==> src/rtl/eth_pkg.sv <==
// Shared Ethernet management types and constants: MDIO arbiter state/owner
// enums, MDIO opcode values and the BMSR register/link-bit location.
package eth_pkg;

    typedef enum logic [1:0] {
        ST_IDLE      = 2'd0,
        ST_ISSUE     = 2'd1,
        ST_WAIT_BUSY = 2'd2,
        ST_WAIT_DONE = 2'd3
    } tMdio_Arb_State;

    typedef enum logic {
        OWN_HOST = 1'b0,
        OWN_POLL = 1'b1
    } tMdio_Arb_Owner;

    localparam logic       cMDIO_Rd       = 1'b0;
    localparam logic       cMDIO_Wr       = 1'b1;
    localparam logic [4:0] cBMSR_Addr     = 5'd1;
    localparam int         cBMSR_Link_Bit = 2;

    // Round-robin: on a tie the requester that did not own the last slot wins.
    function automatic logic grant_poll(input logic           host_req,
                                        input logic           poll_pend,
                                        input tMdio_Arb_Owner last_grant);
        return poll_pend && (!host_req || (last_grant == OWN_HOST));
    endfunction

endpackage

==> src/rtl/eth_mdio_arb_if.sv <==
// Host request/response, poll status and eth_mdio transaction signals of the
// MDIO arbiter; slave is the arbiter's view, master is the environment's.
interface eth_mdio_arb_if;

    logic        Host_Req;
    logic [4:0]  Host_Phy_Addr;
    logic [4:0]  Host_Reg_Addr;
    logic        Host_Transc_Type;
    logic [15:0] Host_Wr_Dat;
    logic        Host_Ack;
    logic [15:0] Host_Rd_Dat;
    logic        Host_Rd_Valid;
    logic        Host_Err;
    logic        Busy;

    logic        Poll_En;
    logic [15:0] Poll_Dat;
    logic        Link_Up;
    logic        Link_Valid;

    logic [4:0]  MDIO_Phy_Addr;
    logic [4:0]  MDIO_Reg_Addr;
    logic        MDIO_Transc_Type;
    logic [15:0] MDIO_Wr_Dat;
    logic        MDIO_En;
    logic        MDIO_Busy;
    logic        MDIO_Data_Valid;
    logic [15:0] MDIO_Data;

    // Handshake: Host_Req is a level held until the single-cycle Host_Ack;
    // MDIO_En is a one-cycle start, MDIO_Busy brackets the eth_mdio frame and
    // MDIO_Data_Valid is a one-cycle strobe carrying MDIO_Data.
    modport slave (
        input  Host_Req, Host_Phy_Addr, Host_Reg_Addr, Host_Transc_Type, Host_Wr_Dat,
        output Host_Ack, Host_Rd_Dat, Host_Rd_Valid, Host_Err, Busy,
        input  Poll_En,
        output Poll_Dat, Link_Up, Link_Valid,
        output MDIO_Phy_Addr, MDIO_Reg_Addr, MDIO_Transc_Type, MDIO_Wr_Dat, MDIO_En,
        input  MDIO_Busy, MDIO_Data_Valid, MDIO_Data
    );

    modport master (
        output Host_Req, Host_Phy_Addr, Host_Reg_Addr, Host_Transc_Type, Host_Wr_Dat,
        input  Host_Ack, Host_Rd_Dat, Host_Rd_Valid, Host_Err, Busy,
        output Poll_En,
        input  Poll_Dat, Link_Up, Link_Valid,
        input  MDIO_Phy_Addr, MDIO_Reg_Addr, MDIO_Transc_Type, MDIO_Wr_Dat, MDIO_En,
        output MDIO_Busy, MDIO_Data_Valid, MDIO_Data
    );

endinterface

==> src/rtl/eth_mdio_poll_tmr.sv <==
// Periodic poll request generator: free-running period counter while enabled,
// with a sticky pending flag cleared by the arbiter's poll grant.
module eth_mdio_poll_tmr #(
    parameter int pPoll_Period = 1000
) (
    input  logic Clk,
    input  logic Rstn,
    input  logic Poll_En,
    input  logic Poll_Ack,
    output logic Poll_Pend
);

    localparam int               cCntW    = $clog2(pPoll_Period);
    localparam logic [cCntW-1:0] cCntLast = cCntW'(pPoll_Period - 1);

    logic [cCntW-1:0] cnt_q, cnt_d;
    logic             pend_q, pend_d;
    logic             term_cnt;

    always_comb begin
        cnt_d    = cnt_q;
        pend_d   = pend_q;
        term_cnt = 1'b0;
        if (!Poll_En) begin
            cnt_d  = '0;
            pend_d = 1'b0;
        end else begin
            if (cnt_q == cCntLast) begin
                cnt_d    = '0;
                term_cnt = 1'b1;
            end else begin
                cnt_d = cnt_q + 1'b1;
            end
            // A terminal count landing on the grant cycle re-arms the request.
            if (term_cnt) begin
                pend_d = 1'b1;
            end else if (Poll_Ack) begin
                pend_d = 1'b0;
            end
        end
    end

    always_ff @(posedge Clk or negedge Rstn) begin
        if (!Rstn) begin
            cnt_q  <= '0;
            pend_q <= 1'b0;
        end else begin
            cnt_q  <= cnt_d;
            pend_q <= pend_d;
        end
    end

    assign Poll_Pend = pend_q;

endmodule

==> src/rtl/eth_mdio_arb.sv <==
// MDIO slot arbiter: shares one eth_mdio transaction port between the host
// register path and the periodic BMSR poller, with timeout and data return.
module eth_mdio_arb
    import eth_pkg::*;
#(
    parameter logic [4:0] pPhy_Addr    = 5'd1,
    parameter logic [4:0] pPoll_Reg    = cBMSR_Addr,
    parameter int         pPoll_Period = 1000,
    parameter int         pTimeout     = 256
) (
    input  logic           Clk,
    input  logic           Rstn,
    eth_mdio_arb_if.slave  bus,
    output tMdio_Arb_State dbg_state
);

    localparam int              cTmoW    = $clog2(pTimeout);
    localparam logic [cTmoW-1:0] cTmoLast = cTmoW'(pTimeout - 1);

    tMdio_Arb_State   state_q, state_d;
    tMdio_Arb_Owner   owner_q, owner_d;
    tMdio_Arb_Owner   last_grant_q, last_grant_d;
    logic [cTmoW-1:0] tmo_q, tmo_d;

    logic [4:0]  mdio_phy_q, mdio_phy_d;
    logic [4:0]  mdio_reg_q, mdio_reg_d;
    logic        mdio_type_q, mdio_type_d;
    logic [15:0] mdio_wr_dat_q, mdio_wr_dat_d;
    logic        mdio_en_q, mdio_en_d;

    logic        host_ack_q, host_ack_d;
    logic [15:0] host_rd_dat_q, host_rd_dat_d;
    logic        host_rd_valid_q, host_rd_valid_d;
    logic        host_err_q, host_err_d;
    logic        busy_q, busy_d;

    logic [15:0] poll_dat_q, poll_dat_d;
    logic        link_up_q, link_up_d;
    logic        link_valid_q, link_valid_d;

    logic poll_pend;
    logic poll_ack;
    logic tmo_hit;

    eth_mdio_poll_tmr #(
        .pPoll_Period (pPoll_Period)
    ) u_poll_tmr (
        .Clk       (Clk),
        .Rstn      (Rstn),
        .Poll_En   (bus.Poll_En),
        .Poll_Ack  (poll_ack),
        .Poll_Pend (poll_pend)
    );

    assign tmo_hit = (tmo_q == cTmoLast);

    always_comb begin
        state_d         = state_q;
        owner_d         = owner_q;
        last_grant_d    = last_grant_q;
        tmo_d           = tmo_q;
        mdio_phy_d      = mdio_phy_q;
        mdio_reg_d      = mdio_reg_q;
        mdio_type_d     = mdio_type_q;
        mdio_wr_dat_d   = mdio_wr_dat_q;
        mdio_en_d       = 1'b0;
        host_ack_d      = 1'b0;
        host_rd_dat_d   = host_rd_dat_q;
        host_rd_valid_d = 1'b0;
        host_err_d      = 1'b0;
        poll_dat_d      = poll_dat_q;
        link_up_d       = link_up_q;
        link_valid_d    = link_valid_q;
        poll_ack        = 1'b0;

        case (state_q)
            ST_IDLE: begin
                if (bus.Host_Req || poll_pend) begin
                    if (grant_poll(bus.Host_Req, poll_pend, last_grant_q)) begin
                        owner_d       = OWN_POLL;
                        mdio_phy_d    = pPhy_Addr;
                        mdio_reg_d    = pPoll_Reg;
                        mdio_type_d   = cMDIO_Rd;
                        mdio_wr_dat_d = 16'h0000;
                        poll_ack      = 1'b1;
                    end else begin
                        owner_d       = OWN_HOST;
                        mdio_phy_d    = bus.Host_Phy_Addr;
                        mdio_reg_d    = bus.Host_Reg_Addr;
                        mdio_type_d   = bus.Host_Transc_Type;
                        mdio_wr_dat_d = bus.Host_Wr_Dat;
                        host_ack_d    = 1'b1;
                    end
                    last_grant_d = owner_d;
                    state_d      = ST_ISSUE;
                end
            end
            ST_ISSUE: begin
                mdio_en_d = 1'b1;
                tmo_d     = '0;
                state_d   = ST_WAIT_BUSY;
            end
            ST_WAIT_BUSY: begin
                if (bus.MDIO_Busy) begin
                    tmo_d   = '0;
                    state_d = ST_WAIT_DONE;
                end else if (tmo_hit) begin
                    host_err_d = (owner_q == OWN_HOST);
                    state_d    = ST_IDLE;
                end else begin
                    tmo_d = tmo_q + 1'b1;
                end
            end
            ST_WAIT_DONE: begin
                if ((mdio_type_q == cMDIO_Rd) && bus.MDIO_Data_Valid) begin
                    if (owner_q == OWN_HOST) begin
                        host_rd_dat_d   = bus.MDIO_Data;
                        host_rd_valid_d = 1'b1;
                    end else if (bus.Poll_En) begin
                        poll_dat_d   = bus.MDIO_Data;
                        link_up_d    = bus.MDIO_Data[cBMSR_Link_Bit];
                        link_valid_d = 1'b1;
                    end
                    state_d = ST_IDLE;
                end else if ((mdio_type_q == cMDIO_Wr) && !bus.MDIO_Busy) begin
                    state_d = ST_IDLE;
                end else if (tmo_hit) begin
                    // Poll aborts are silent: the last good status is kept.
                    host_err_d = (owner_q == OWN_HOST);
                    state_d    = ST_IDLE;
                end else begin
                    tmo_d = tmo_q + 1'b1;
                end
            end
            default: begin
                state_d = ST_IDLE;
            end
        endcase

        if (!bus.Poll_En) begin
            link_valid_d = 1'b0;
        end

        busy_d = (state_d != ST_IDLE);
    end

    always_ff @(posedge Clk or negedge Rstn) begin
        if (!Rstn) begin
            state_q         <= ST_IDLE;
            owner_q         <= OWN_HOST;
            last_grant_q    <= OWN_POLL;
            tmo_q           <= '0;
            mdio_phy_q      <= '0;
            mdio_reg_q      <= '0;
            mdio_type_q     <= 1'b0;
            mdio_wr_dat_q   <= '0;
            mdio_en_q       <= 1'b0;
            host_ack_q      <= 1'b0;
            host_rd_dat_q   <= '0;
            host_rd_valid_q <= 1'b0;
            host_err_q      <= 1'b0;
            busy_q          <= 1'b0;
            poll_dat_q      <= '0;
            link_up_q       <= 1'b0;
            link_valid_q    <= 1'b0;
        end else begin
            state_q         <= state_d;
            owner_q         <= owner_d;
            last_grant_q    <= last_grant_d;
            tmo_q           <= tmo_d;
            mdio_phy_q      <= mdio_phy_d;
            mdio_reg_q      <= mdio_reg_d;
            mdio_type_q     <= mdio_type_d;
            mdio_wr_dat_q   <= mdio_wr_dat_d;
            mdio_en_q       <= mdio_en_d;
            host_ack_q      <= host_ack_d;
            host_rd_dat_q   <= host_rd_dat_d;
            host_rd_valid_q <= host_rd_valid_d;
            host_err_q      <= host_err_d;
            busy_q          <= busy_d;
            poll_dat_q      <= poll_dat_d;
            link_up_q       <= link_up_d;
            link_valid_q    <= link_valid_d;
        end
    end

    assign bus.Host_Ack         = host_ack_q;
    assign bus.Host_Rd_Dat      = host_rd_dat_q;
    assign bus.Host_Rd_Valid    = host_rd_valid_q;
    assign bus.Host_Err         = host_err_q;
    assign bus.Busy             = busy_q;
    assign bus.Poll_Dat         = poll_dat_q;
    assign bus.Link_Up          = link_up_q;
    assign bus.Link_Valid       = link_valid_q;
    assign bus.MDIO_Phy_Addr    = mdio_phy_q;
    assign bus.MDIO_Reg_Addr    = mdio_reg_q;
    assign bus.MDIO_Transc_Type = mdio_type_q;
    assign bus.MDIO_Wr_Dat      = mdio_wr_dat_q;
    assign bus.MDIO_En          = mdio_en_q;
    assign dbg_state            = state_q;

endmodule

==> src/flat_wrapper.sv <==
// flat-port wrapper written by rule: the top's interface ports become plain ports
module eth_mdio_arb_flat import eth_pkg::*;
#(
    parameter logic [4:0] pPhy_Addr    = 5'd1,
    parameter logic [4:0] pPoll_Reg    = cBMSR_Addr,
    parameter int         pPoll_Period = 1000,
    parameter int         pTimeout     = 256
)
  (Clk, Rstn, dbg_state, bus_Host_Req, bus_Host_Phy_Addr, bus_Host_Reg_Addr, bus_Host_Transc_Type, bus_Host_Wr_Dat, bus_Host_Ack, bus_Host_Rd_Dat, bus_Host_Rd_Valid, bus_Host_Err, bus_Busy, bus_Poll_En, bus_Poll_Dat, bus_Link_Up, bus_Link_Valid, bus_MDIO_Phy_Addr, bus_MDIO_Reg_Addr, bus_MDIO_Transc_Type, bus_MDIO_Wr_Dat, bus_MDIO_En, bus_MDIO_Busy, bus_MDIO_Data_Valid, bus_MDIO_Data);
  eth_mdio_arb_if bus_i ();
  input  logic Clk;
  input  logic Rstn;
  output tMdio_Arb_State dbg_state;
  input wire logic [$bits(bus_i.Host_Req)-1:0] bus_Host_Req;
  input wire logic [$bits(bus_i.Host_Phy_Addr)-1:0] bus_Host_Phy_Addr;
  input wire logic [$bits(bus_i.Host_Reg_Addr)-1:0] bus_Host_Reg_Addr;
  input wire logic [$bits(bus_i.Host_Transc_Type)-1:0] bus_Host_Transc_Type;
  input wire logic [$bits(bus_i.Host_Wr_Dat)-1:0] bus_Host_Wr_Dat;
  output wire logic [$bits(bus_i.Host_Ack)-1:0] bus_Host_Ack;
  output wire logic [$bits(bus_i.Host_Rd_Dat)-1:0] bus_Host_Rd_Dat;
  output wire logic [$bits(bus_i.Host_Rd_Valid)-1:0] bus_Host_Rd_Valid;
  output wire logic [$bits(bus_i.Host_Err)-1:0] bus_Host_Err;
  output wire logic [$bits(bus_i.Busy)-1:0] bus_Busy;
  input wire logic [$bits(bus_i.Poll_En)-1:0] bus_Poll_En;
  output wire logic [$bits(bus_i.Poll_Dat)-1:0] bus_Poll_Dat;
  output wire logic [$bits(bus_i.Link_Up)-1:0] bus_Link_Up;
  output wire logic [$bits(bus_i.Link_Valid)-1:0] bus_Link_Valid;
  output wire logic [$bits(bus_i.MDIO_Phy_Addr)-1:0] bus_MDIO_Phy_Addr;
  output wire logic [$bits(bus_i.MDIO_Reg_Addr)-1:0] bus_MDIO_Reg_Addr;
  output wire logic [$bits(bus_i.MDIO_Transc_Type)-1:0] bus_MDIO_Transc_Type;
  output wire logic [$bits(bus_i.MDIO_Wr_Dat)-1:0] bus_MDIO_Wr_Dat;
  output wire logic [$bits(bus_i.MDIO_En)-1:0] bus_MDIO_En;
  input wire logic [$bits(bus_i.MDIO_Busy)-1:0] bus_MDIO_Busy;
  input wire logic [$bits(bus_i.MDIO_Data_Valid)-1:0] bus_MDIO_Data_Valid;
  input wire logic [$bits(bus_i.MDIO_Data)-1:0] bus_MDIO_Data;
  assign bus_i.Host_Req = bus_Host_Req;
  assign bus_i.Host_Phy_Addr = bus_Host_Phy_Addr;
  assign bus_i.Host_Reg_Addr = bus_Host_Reg_Addr;
  assign bus_i.Host_Transc_Type = bus_Host_Transc_Type;
  assign bus_i.Host_Wr_Dat = bus_Host_Wr_Dat;
  assign bus_Host_Ack = bus_i.Host_Ack;
  assign bus_Host_Rd_Dat = bus_i.Host_Rd_Dat;
  assign bus_Host_Rd_Valid = bus_i.Host_Rd_Valid;
  assign bus_Host_Err = bus_i.Host_Err;
  assign bus_Busy = bus_i.Busy;
  assign bus_i.Poll_En = bus_Poll_En;
  assign bus_Poll_Dat = bus_i.Poll_Dat;
  assign bus_Link_Up = bus_i.Link_Up;
  assign bus_Link_Valid = bus_i.Link_Valid;
  assign bus_MDIO_Phy_Addr = bus_i.MDIO_Phy_Addr;
  assign bus_MDIO_Reg_Addr = bus_i.MDIO_Reg_Addr;
  assign bus_MDIO_Transc_Type = bus_i.MDIO_Transc_Type;
  assign bus_MDIO_Wr_Dat = bus_i.MDIO_Wr_Dat;
  assign bus_MDIO_En = bus_i.MDIO_En;
  assign bus_i.MDIO_Busy = bus_MDIO_Busy;
  assign bus_i.MDIO_Data_Valid = bus_MDIO_Data_Valid;
  assign bus_i.MDIO_Data = bus_MDIO_Data;
  eth_mdio_arb #(.pPhy_Addr(pPhy_Addr), .pPoll_Reg(pPoll_Reg), .pPoll_Period(pPoll_Period), .pTimeout(pTimeout)) u_core (.Clk(Clk), .Rstn(Rstn), .bus(bus_i), .dbg_state(dbg_state));
endmodule
==> config.mk <==
export PLATFORM = sky130hd
export DESIGN_NAME = eth_mdio_arb_flat
export DESIGN_NICKNAME = d
export VERILOG_FILES = /design/src/rtl/eth_pkg.sv /design/src/rtl/eth_mdio_arb_if.sv /design/src/rtl/eth_mdio_poll_tmr.sv /design/src/rtl/eth_mdio_arb.sv /design/src/flat_wrapper.sv
export SDC_FILE = /design/constraint.sdc
export NUM_CORES = 1
export LEC_CHECK = 0
export CORE_UTILIZATION = 40
export DETAILED_ROUTE_END_ITERATION = 16
export GPL_TIMING_DRIVEN = 1
export HOLD_SLACK_MARGIN = 0.03
export PLACE_DENSITY = 0.79
export SLEW_MARGIN = 25
export SYNTH_ARGS = -nofsm -noshare
export SYNTH_HDL_FRONTEND = slang
export SYNTH_SLANG_ARGS = --single-unit
==> constraint.sdc <==
create_clock -name Clk -period 2.29 [get_ports Clk]
set_clock_uncertainty 0.1 [all_clocks]
set_input_delay 0.5725 -clock Clk [delete_from_list [all_inputs] [get_ports Clk]]
set_output_delay 0.5725 -clock Clk [all_outputs]
set_load 0.005 [all_outputs]
==> out/qor.txt, run 1 <==
Slew @ Worst Pin -> 0.642 ns
post-synth top area cell -> dfrtp_1
Sinks on Clock Net -> 88
Final Power -> 5.98 mW
Worst-Skew Late Latency -> 0.35 ns
share of Yosys cell area claimed by the top area cell type -> 0.596
cell family contributing the most delay on the critical path -> buffers and inverters
number of routed nets with antenna violations -> 0
core area -> 8760 µm²
final-report max-slew violation count -> 0
CTS root buf -> clkbuf_8
Pwr per Cell Area -> 1140 nW/µm²
period utilisation layout -> 0.935
worst min-delay path class -> in2async
Post-Route WL -> 8160 µm
leakage dissipation -> 2.28 nW
min Tclk post-route -> 2.14 ns
H-tree depth -> 3
syn nets -> 334
relative slew slack -> 0.570
fin nets -> 461
DP Worst Slack -> -0.0213 ns
largest cells by area after synthesis -> dfrtp_1 60%, mux2_2 7.1%, a22o_1 6.0%
CTS tree -> built
Post-Syn Area per Cell -> 12.9 µm²
Most used DFF post-synth -> dfrtp_1
largest net degree at the start of global routing -> 44
vias in the first global route -> 2810
synth-to-layout area growth -> 43.2%
Crit path arrival time -> 1.47 ns
part of the Yosys area used for sequential elements -> 0.603
first-pass GRT wire length -> 13700 µm
RSZ-0062 raised after global routing -> no
Mapped Cells -> 283
worst path buffer plus inverter count -> 1
Cell variety after synth -> 51
setup TNS -> 0 ns
Initial Util -> 0.417
mapped cell area -> 3650 µm²
WP data required -> 1.62 ns
number of buffers added on ports -> 116
Initial DRT Pass Iterations -> 5
Layout Cells excl Fill -> 523
die area -> 9520 µm²
CTS max path bufs -> 2
routed vias -> 2768
cells along the critical path -> clkdlybuf4s50_1
layout cells sized above 1 -> 0.152
CP Capture Type -> primary output
initial antenna violation count -> 0
post-cts resize count -> 0
Die Y -> 97.6 µm
WS Path Type -> reg2out
VDD IR max -> 0.000586 V
most frequent cell after synthesis -> dfrtp_1
Max Cap Viol -> 0
routability cong. -> 0.781
Final Hold Slack -> 0.0378 ns
final hold vios -> 0
status -> finished, final reports clean
Area after DPL -> 5010 µm²
final setup fails -> 0
via/cell ratio -> 5.29
cell area after layout -> 5230 µm²
Crit-path slowest cell -> clkdlybuf4s50_1
Residual DRC -> 0
Async SR Flop Fraction -> 1.00
CTS buffer count -> 9
top cells by count, synth -> 87 x dfrtp_1, 25 x a22o_1, 23 x mux2_2
FP Rows -> 34
final core occ -> 0.597
post-synthesis register bit count -> 88
Post-CTS Setup Bufs -> 0
I/O pins -> 117
GRT Overall Usage -> 0.178
n_diodes -> 0
clk slew on worst S/H paths -> 0.09 ns
hold buffers post-CTS -> 0
post-route worst setup slack -> 0.149 ns
Routed WL per cell -> 15.6 µm
fmax -> 467 MHz
Initial DRC Count -> 100
Die Wd -> 97.6 µm
CP max FO -> 10
DP HPWL -> 5770 µm
Inst Count DP -> 507
Fillers -> 718
Post-synth EDFFs -> 0
Crit path largest cell delay -> 0.58 ns
synth warn -> 0
Setup crit start kind -> flip-flop
overflow left after global routing -> 0
==> registers in the layout (all words and copies together) (netlist names), 2 cells and up <==
| name | count |
|---|---|
| u_core.bus.Host_Rd_Dat | 16 |
| u_core.bus.MDIO_Wr_Dat | 16 |
| u_core.bus.Poll_Dat | 16 |
| u_core.u_poll_tmr.cnt_q | 10 |
| u_core.tmo_q | 8 |
| u_core.bus.MDIO_Phy_Addr | 5 |
| u_core.bus.MDIO_Reg_Addr | 5 |
| u_core.dbg_state | 2 |
==> where the power goes <==
group          switching [mW]  total [mW]  internal (mW)
clock                   0.561        1.13          0.572
combinational           0.804        2.35           1.55
sequential              0.379        2.49           2.11
total                    1.74        5.98           4.23
==> worst paths after layout <==
path / depth (start not counted) / end / slack [ns] / startpoint
setup / recovery: 1 / dbg_state[1] / 0.15 / u_core.dbg_state[1]$_DFF_PN0_
hold / removal: 1 / u_core.tmo_q[6]$_DFFE_PN0P_ / 0.04 / Rstn
setup reg to reg: 4 / u_core.u_poll_tmr.cnt_q[5]$_DFF_PN0_ / 0.47 / u_core.u_poll_tmr.cnt_q[2]$_DFF_PN0_
hold reg to reg: 1 / u_core.bus.Poll_Dat[7]$_DFFE_PN0P_ / 0.39 / u_core.bus.Poll_Dat[7]$_DFFE_PN0P_
max in group asynchronous: 2 / u_core.last_grant_q$_DFFE_PN1P_ / 1.45 / Rstn
min in group Clk: 1 / u_core.bus.Poll_Dat[7]$_DFFE_PN0P_ / 0.39 / u_core.bus.Poll_Dat[7]$_DFFE_PN0P_
==> metal layers <==
layer  vias to the layer above  track usage  share of wire
met1                      1390        0.233           0.43
met4                         0       0.0803          0.021
li1                       1281            -              -
met2                        82        0.281           0.48
met5                         -            0              0
met3                        15       0.0439          0.063
==> cells in the final DEF, fill, tap and decap left out, types with 2 or more instances in the layout <==
cell | netlist | routed
xor2_1 | 2 | 2
inv_6 | 0 | 2
nor2b_1 | 3 | 3
buf_4 | 1 | 8
clkinvlp_4 | 0 | 2
a21boi_0 | 2 | 2
nor3_1 | 2 | 2
mux2_2 | 23 | 23
o22ai_1 | 2 | 2
buf_12 | 0 | 4
a22o_1 | 25 | 25
nand3_1 | 10 | 10
nand2b_1 | 2 | 2
a21oi_1 | 7 | 7
dfrtp_1 | 87 | 87
o31ai_1 | 3 | 3
nor3_4 | 2 | 2
and2_1 | 3 | 3
or2_2 | 2 | 2
nor2_1 | 21 | 21
o21ai_0 | 4 | 4
nor3b_1 | 2 | 2
or3_1 | 4 | 4
clkbuf_8 | 0 | 11
xnor2_1 | 3 | 3
nor4_1 | 2 | 2
a31oi_1 | 2 | 2
mux2i_1 | 4 | 4
nand2_1 | 12 | 12
nand4_1 | 3 | 3
clkdlybuf4s50_1 | 0 | 115
inv_1 | 8 | 8
mux2_1 | 9 | 9
o211a_1 | 2 | 2
nor4b_2 | 2 | 2
ha_1 | 2 | 2
==> cell type report <==
cell class / instances / area, µm² / area share
clock buffer: 11 / 151 / 0.0289
clock inverter: 5 / 62.6 / 0.0120
inverter: 8 / 30.0 / 0.00574
multi-input combinational: 176 / 1360 / 0.260
sequential: 88 / 2200 / 0.421
tap: 108 / 135 / 0.0258
timing repair buffer: 127 / 1290 / 0.247
==> cell families after synthesis <==
family                   count (synthesis)  share of synthesized area
buffers and inverters                   19                     0.0284
AO/OA/AOI/OAI                           58                      0.125
multiplexers                            36                      0.110
AND/OR/NAND/NOR                         75                      0.115
adder cells (fa/ha/maj)                  2                    0.00685
flip-flops                              88                      0.603
XOR/XNOR                                 5                     0.0120
==> worst register-to-register path: stages (launching register included) <==
cell and delay (ns):
dfrtp_1 0.47, nor3b_1 0.24, nand3_1 0.21, o21ai_0 0.55, nor2_1 0.12
No activity file was read; power rests on OpenSTA's default activity.
==> run 2: changes to the inputs <==
--- a/config.mk
+++ b/config.mk
@@ -10,7 +10,6 @@
 export GPL_TIMING_DRIVEN = 1
 export HOLD_SLACK_MARGIN = 0.03
 export PLACE_DENSITY = 0.79
-export SLEW_MARGIN = 25
 export SYNTH_ARGS = -nofsm -noshare
 export SYNTH_HDL_FRONTEND = slang
 export SYNTH_SLANG_ARGS = --single-unit
==> run 2 against run 1 <==
Against the previous run: total power decreased by 0.14%; clock power about the same; design area decreased by 0.14%; worst setup slack improved by 0.0036 ns; hold slack about the same; routed wire length about the same; die area unchanged; via count decreased by 0.76%; sequential share of layout area increased by 0.061 points; core utilization decreased by 0.086 points; register-to-register slack about the same; critical endpoint unchanged.
==> out/qor.txt, run 2 (synthesis results as in run 1) <==
GRT Overall Usage -> 0.178 (unchanged)
clk slew on worst S/H paths -> 0.09 ns (about the same)
post-cts resize count -> 0 (unchanged)
DP HPWL -> 5770 µm (unchanged)
number of routed nets with antenna violations -> 0 (unchanged)
Initial DRT Pass Iterations -> 4 (was 5)
Area after DPL -> 5010 µm² (unchanged)
min Tclk post-route -> 2.14 ns (about the same)
Initial Util -> 0.417 (unchanged)
Die Wd -> 97.6 µm (unchanged)
largest net degree at the start of global routing -> 44 (unchanged)
overflow left after global routing -> 0 (unchanged)
FP Rows -> 34 (unchanged)
Slew @ Worst Pin -> 1.00 ns (was 0.642 ns)
I/O pins -> 117 (unchanged)
initial antenna violation count -> 0 (unchanged)
core area -> 8760 µm² (unchanged)
number of buffers added on ports -> 116 (unchanged)
H-tree depth -> 3 (unchanged)
post-route worst setup slack -> 0.153 ns (was 0.149 ns)
CTS tree -> built (unchanged)
CTS buffer count -> 9 (unchanged)
cell family contributing the most delay on the critical path -> buffers and inverters (unchanged)
relative slew slack -> 0.331 (was 0.570)
via/cell ratio -> 5.25 (was 5.29)
worst path buffer plus inverter count -> 1 (unchanged)
Crit path arrival time -> 1.46 ns (was 1.47 ns)
worst min-delay path class -> in2async (unchanged)
CP Capture Type -> primary output (unchanged)
VDD IR max -> 0.000586 V (about the same)
routed vias -> 2747 (was 2768)
setup TNS -> 0 ns (unchanged)
Post-Route WL -> 8160 µm (about the same)
CTS max path bufs -> 2 (unchanged)
RSZ-0062 raised after global routing -> no (unchanged)
Crit-path slowest cell -> clkdlybuf4s50_1 (unchanged)
fin nets -> 461 (unchanged)
Post-CTS Setup Bufs -> 0 (unchanged)
Die Y -> 97.6 µm (unchanged)
cell area after layout -> 5230 µm² (about the same)
first-pass GRT wire length -> 13700 µm (unchanged)
commonest non-fill, non-tap cells in the layout -> 115 x clkdlybuf4s50_1, 87 x dfrtp_1, 25 x a22o_1, 23 x mux2_2, 21 x nor2_1 (unchanged)
final hold vios -> 0 (unchanged)
Routed WL per cell -> 15.6 µm (about the same)
leakage dissipation -> 2.28 nW (about the same)
final setup fails -> 0 (unchanged)
Crit path largest cell delay -> 0.58 ns (about the same)
hold buffers post-CTS -> 0 (unchanged)
Max Cap Viol -> 0 (unchanged)
routability cong. -> 0.781 (unchanged)
Initial DRC Count -> 111 (was 100)
Setup crit start kind -> flip-flop (unchanged)
WP data required -> 1.62 ns (about the same)
most common cell after layout, fill and taps aside -> clkdlybuf4s50_1 (unchanged)
DP Worst Slack -> -0.0213 ns (unchanged)
n_diodes -> 0 (unchanged)
CP max FO -> 10 (unchanged)
WS Path Type -> reg2out (unchanged)
Pwr per Cell Area -> 1140 nW/µm² (about the same)
period utilisation layout -> 0.933 (was 0.935)
synth-to-layout area growth -> 43.0% (was 43.2%)
fmax -> 468 MHz (was 467 MHz)
cells along the critical path -> clkdlybuf4s50_1 (unchanged)
Worst-Skew Late Latency -> 0.35 ns (about the same)
layout cells sized above 1 -> 0.152 (unchanged)
vias in the first global route -> 2810 (unchanged)
status -> finished, final reports clean (unchanged)
Sinks on Clock Net -> 88 (unchanged)
Residual DRC -> 0 (unchanged)
final-report max-slew violation count -> 0 (unchanged)
Final Power -> 5.97 mW (was 5.98 mW)
die area -> 9520 µm² (unchanged)
CTS root buf -> clkbuf_8 (unchanged)
[run 2: cell count changes in the layout (fill, tap and decap cells not counted)]
cell | before | now
o21ai_4 | 1 | 0
o21ai_2 | 0 | 1
[run 2: metal layers]
metal / vias up / share of wire / track usage
li1: 1280 / - / -
met1: 1369 / 0.44 / 0.233
met2: 83 / 0.48 / 0.281
met3: 15 / 0.063 / 0.0439
met4: 0 / 0.021 / 0.0803
met5: - / 0 / 0
[run 2: worst paths after layout]
path	startpoint	to	slack (ns)	cells after the start
setup reg to reg	u_core.dbg_state[1]$_DFF_PN0_	u_core.bus.MDIO_Phy_Addr[2]$_DFFE_PN0P_	0.47	3
min in group Clk	u_core.bus.Poll_Dat[7]$_DFFE_PN0P_	u_core.bus.Poll_Dat[7]$_DFFE_PN0P_	0.39	1
max in group asynchronous	Rstn	u_core.last_grant_q$_DFFE_PN1P_	1.44	2
hold reg to reg	u_core.bus.Poll_Dat[7]$_DFFE_PN0P_	u_core.bus.Poll_Dat[7]$_DFFE_PN0P_	0.39	1
setup / recovery	u_core.dbg_state[1]$_DFF_PN0_	dbg_state[1]	0.15	1
hold / removal	Rstn	u_core.tmo_q[6]$_DFFE_PN0P_	0.04	1
[run 2: final cells by class]
class,instances,area (µm²)
Sequential cell,88,2200
Multi-Input combinational cell,176,1350
Tap cell,108,135
Inverter,8,30.0
Fill cell,718,3540
Clock buffer,11,151
Timing Repair Buffer,127,1290
Clock inverter,5,62.6
[run 2: where the power goes]
group          internal [mW]  total, mW  switching, mW
clock network          0.572       1.13          0.558
registers               2.11       2.49          0.379
logic                   1.55       2.35          0.801
[run 2: through the flow]
step,cells,hold slack [ns],utilization
after floorplan,283,0.177,-
after global placement,507,0.365,0.572
after detailed placement,507,0.375,0.572
after CTS,523,0.0454,0.596
after global routing,523,0.0684,0.596
final,523,0.0377,0.596
==> run 3: changes to the inputs <==
--- a/config.mk
+++ b/config.mk
@@ -8,7 +8,7 @@
 export CORE_UTILIZATION = 40
 export DETAILED_ROUTE_END_ITERATION = 16
 export GPL_TIMING_DRIVEN = 1
-export HOLD_SLACK_MARGIN = 0.03
+export HOLD_SLACK_MARGIN = 0.1
 export PLACE_DENSITY = 0.79
 export SYNTH_ARGS = -nofsm -noshare
 export SYNTH_HDL_FRONTEND = slang
==> run 3 against run 2 <==
Against the previous run: register-to-register slack about the same; count of clock-buffer cells in the layout unchanged; combinational power about the same; clock power hardly changed; fmax barely moved; design area increased by 0.19%; non-clock buffer count is 1 higher; die area unchanged; critical endpoint unchanged; largest cell class unchanged.
==> out/qor.txt, run 3 (synthesis results as in run 1) <==
CTS tree -> built (unchanged)
WS Path Type -> reg2out (unchanged)
CTS buffer count -> 9 (unchanged)
status -> finished, final reports clean (unchanged)
post-cts resize count -> 0 (unchanged)
DP HPWL -> 5770 µm (unchanged)
CTS max path bufs -> 2 (unchanged)
via/cell ratio -> 5.27 (was 5.25)
Die Wd -> 97.6 µm (unchanged)
final-report max-slew violation count -> 0 (unchanged)
final setup fails -> 0 (unchanged)
cells along the critical path -> clkdlybuf4s50_1 (unchanged)
Max Cap Viol -> 0 (unchanged)
initial antenna violation count -> 0 (unchanged)
VDD IR max -> 0.000586 V (about the same)
leakage dissipation -> 2.29 nW (was 2.28 nW)
n_diodes -> 0 (unchanged)
routed vias -> 2764 (was 2747)
Inst Count DP -> 507 (unchanged)
Crit-path slowest cell -> clkdlybuf4s50_1 (unchanged)
CTS root buf -> clkbuf_8 (unchanged)
Routed WL per cell -> 15.6 µm (about the same)
H-tree depth -> 3 (unchanged)
Sinks on Clock Net -> 88 (unchanged)
GRT Overall Usage -> 0.178 (unchanged)
CP max FO -> 10 (unchanged)
WP data required -> 1.62 ns (about the same)
worst min-delay path class -> reg2reg (was in2async)
clk slew on worst S/H paths -> 0.09 ns (about the same)
Setup crit start kind -> flip-flop (unchanged)
worst path buffer plus inverter count -> 1 (unchanged)
Initial Util -> 0.417 (unchanged)
fin nets -> 462 (was 461)
commonest non-fill, non-tap cells in the layout -> 115 x clkdlybuf4s50_1, 87 x dfrtp_1, 25 x a22o_1, 23 x mux2_2, 21 x nor2_1 (unchanged)
Slew @ Worst Pin -> 0.997 ns (was 1.00 ns)
final hold vios -> 0 (unchanged)
first-pass GRT wire length -> 13700 µm (unchanged)
core area -> 8760 µm² (unchanged)
overflow left after global routing -> 0 (unchanged)
most common cell after layout, fill and taps aside -> clkdlybuf4s50_1 (unchanged)
number of buffers added on ports -> 116 (unchanged)
number of routed nets with antenna violations -> 0 (unchanged)
relative slew slack -> 0.335 (was 0.331)
Post-Route WL -> 8160 µm (about the same)
Crit path largest cell delay -> 0.58 ns (about the same)
vias in the first global route -> 2810 (unchanged)
fmax -> 468 MHz (about the same)
FP Rows -> 34 (unchanged)
Residual DRC -> 0 (unchanged)
Initial DRC Count -> 112 (was 111)
min Tclk post-route -> 2.14 ns (about the same)
I/O pins -> 117 (unchanged)
synth-to-layout area growth -> 43.2% (was 43.0%)
Initial DRT Pass Iterations -> 5 (was 4)
Crit path arrival time -> 1.46 ns (about the same)
routability cong. -> 0.781 (unchanged)
RSZ-0062 raised after global routing -> no (unchanged)
Layout Cells excl Fill -> 524 (was 523)
Worst-Skew Late Latency -> 0.35 ns (about the same)
Pwr per Cell Area -> 1140 nW/µm² (about the same)
CP Capture Type -> primary output (unchanged)
period utilisation layout -> 0.933 (about the same)
largest net degree at the start of global routing -> 44 (unchanged)
Die Y -> 97.6 µm (unchanged)
Post-CTS Setup Bufs -> 0 (unchanged)
layout cells sized above 1 -> 0.151 (was 0.152)
die area -> 9520 µm² (unchanged)
cell family contributing the most delay on the critical path -> buffers and inverters (unchanged)
final core occ -> 0.597 (was 0.596)
-- run 3: routing by layer --
| metal | routed length [µm] | share of wire | GRT usage | up-vias |
|---|---|---|---|---|
| met2 | 3920 | 0.48 | 0.281 | 82 |
| met4 | 170 | 0.021 | 0.0803 | 0 |
| met3 | 503 | 0.062 | 0.0432 | 15 |
| li1 | - | - | - | 1285 |
| met1 | 3560 | 0.44 | 0.234 | 1382 |
| met5 | 0 | 0 | 0 | - |
-- run 3: report_power, final --
group          switching (mW)  leakage [nW]  internal, mW
clock                   0.558         0.103         0.572
combinational           0.801          1.06          1.55
sequential              0.378          1.12          2.11
-- run 3: worst paths after layout --
check / from / endpoint / slack, ns / cells past startpoint
min in group asynchronous: Rstn / u_core.tmo_q[6]$_DFFE_PN0P_ / 0.59 / 2
max in group asynchronous: Rstn / u_core.last_grant_q$_DFFE_PN1P_ / 0.90 / 3
worst min-delay path: u_core.bus.Poll_Dat[7]$_DFFE_PN0P_ / u_core.bus.Poll_Dat[7]$_DFFE_PN0P_ / 0.39 / 1
worst max register to register: u_core.dbg_state[1]$_DFF_PN0_ / u_core.bus.MDIO_Phy_Addr[2]$_DFFE_PN0P_ / 0.47 / 3
worst min register to register: u_core.bus.Poll_Dat[7]$_DFFE_PN0P_ / u_core.bus.Poll_Dat[7]$_DFFE_PN0P_ / 0.39 / 1
worst max-delay path: u_core.dbg_state[1]$_DFF_PN0_ / dbg_state[1] / 0.15 / 1
-- run 3: timing repair --
item,in CTS,in global routing
endpoints found under the hold margin,29,0
setup endpoints to repair,0,0
hold buffers,1,0
-- run 3: area by class of cell --
cell class                 count  area, µm²
clock buffer                  11        151
clock inverter                 5       62.6
fill                         719       3530
inverter                       8       30.0
multi-input combinational    176       1350
sequential                    88       2200
tap                          108        135
timing repair buffer         128       1300
-- run 3: metrics by stage --
step,area (µm²),hold WS (ns),TNS (ns),worst slack [ns],power [mW]
global placement,5010,0.365,0,0.00450,4.81
global route,5240,0.422,0,0.0772,6.31
detailed placement,5010,0.375,-0.222,-0.0213,4.88
finish,5240,0.390,0,0.153,5.97
floorplan,3650,0.177,0,0.514,3.44
CTS,5240,0.396,0,0.124,6.03
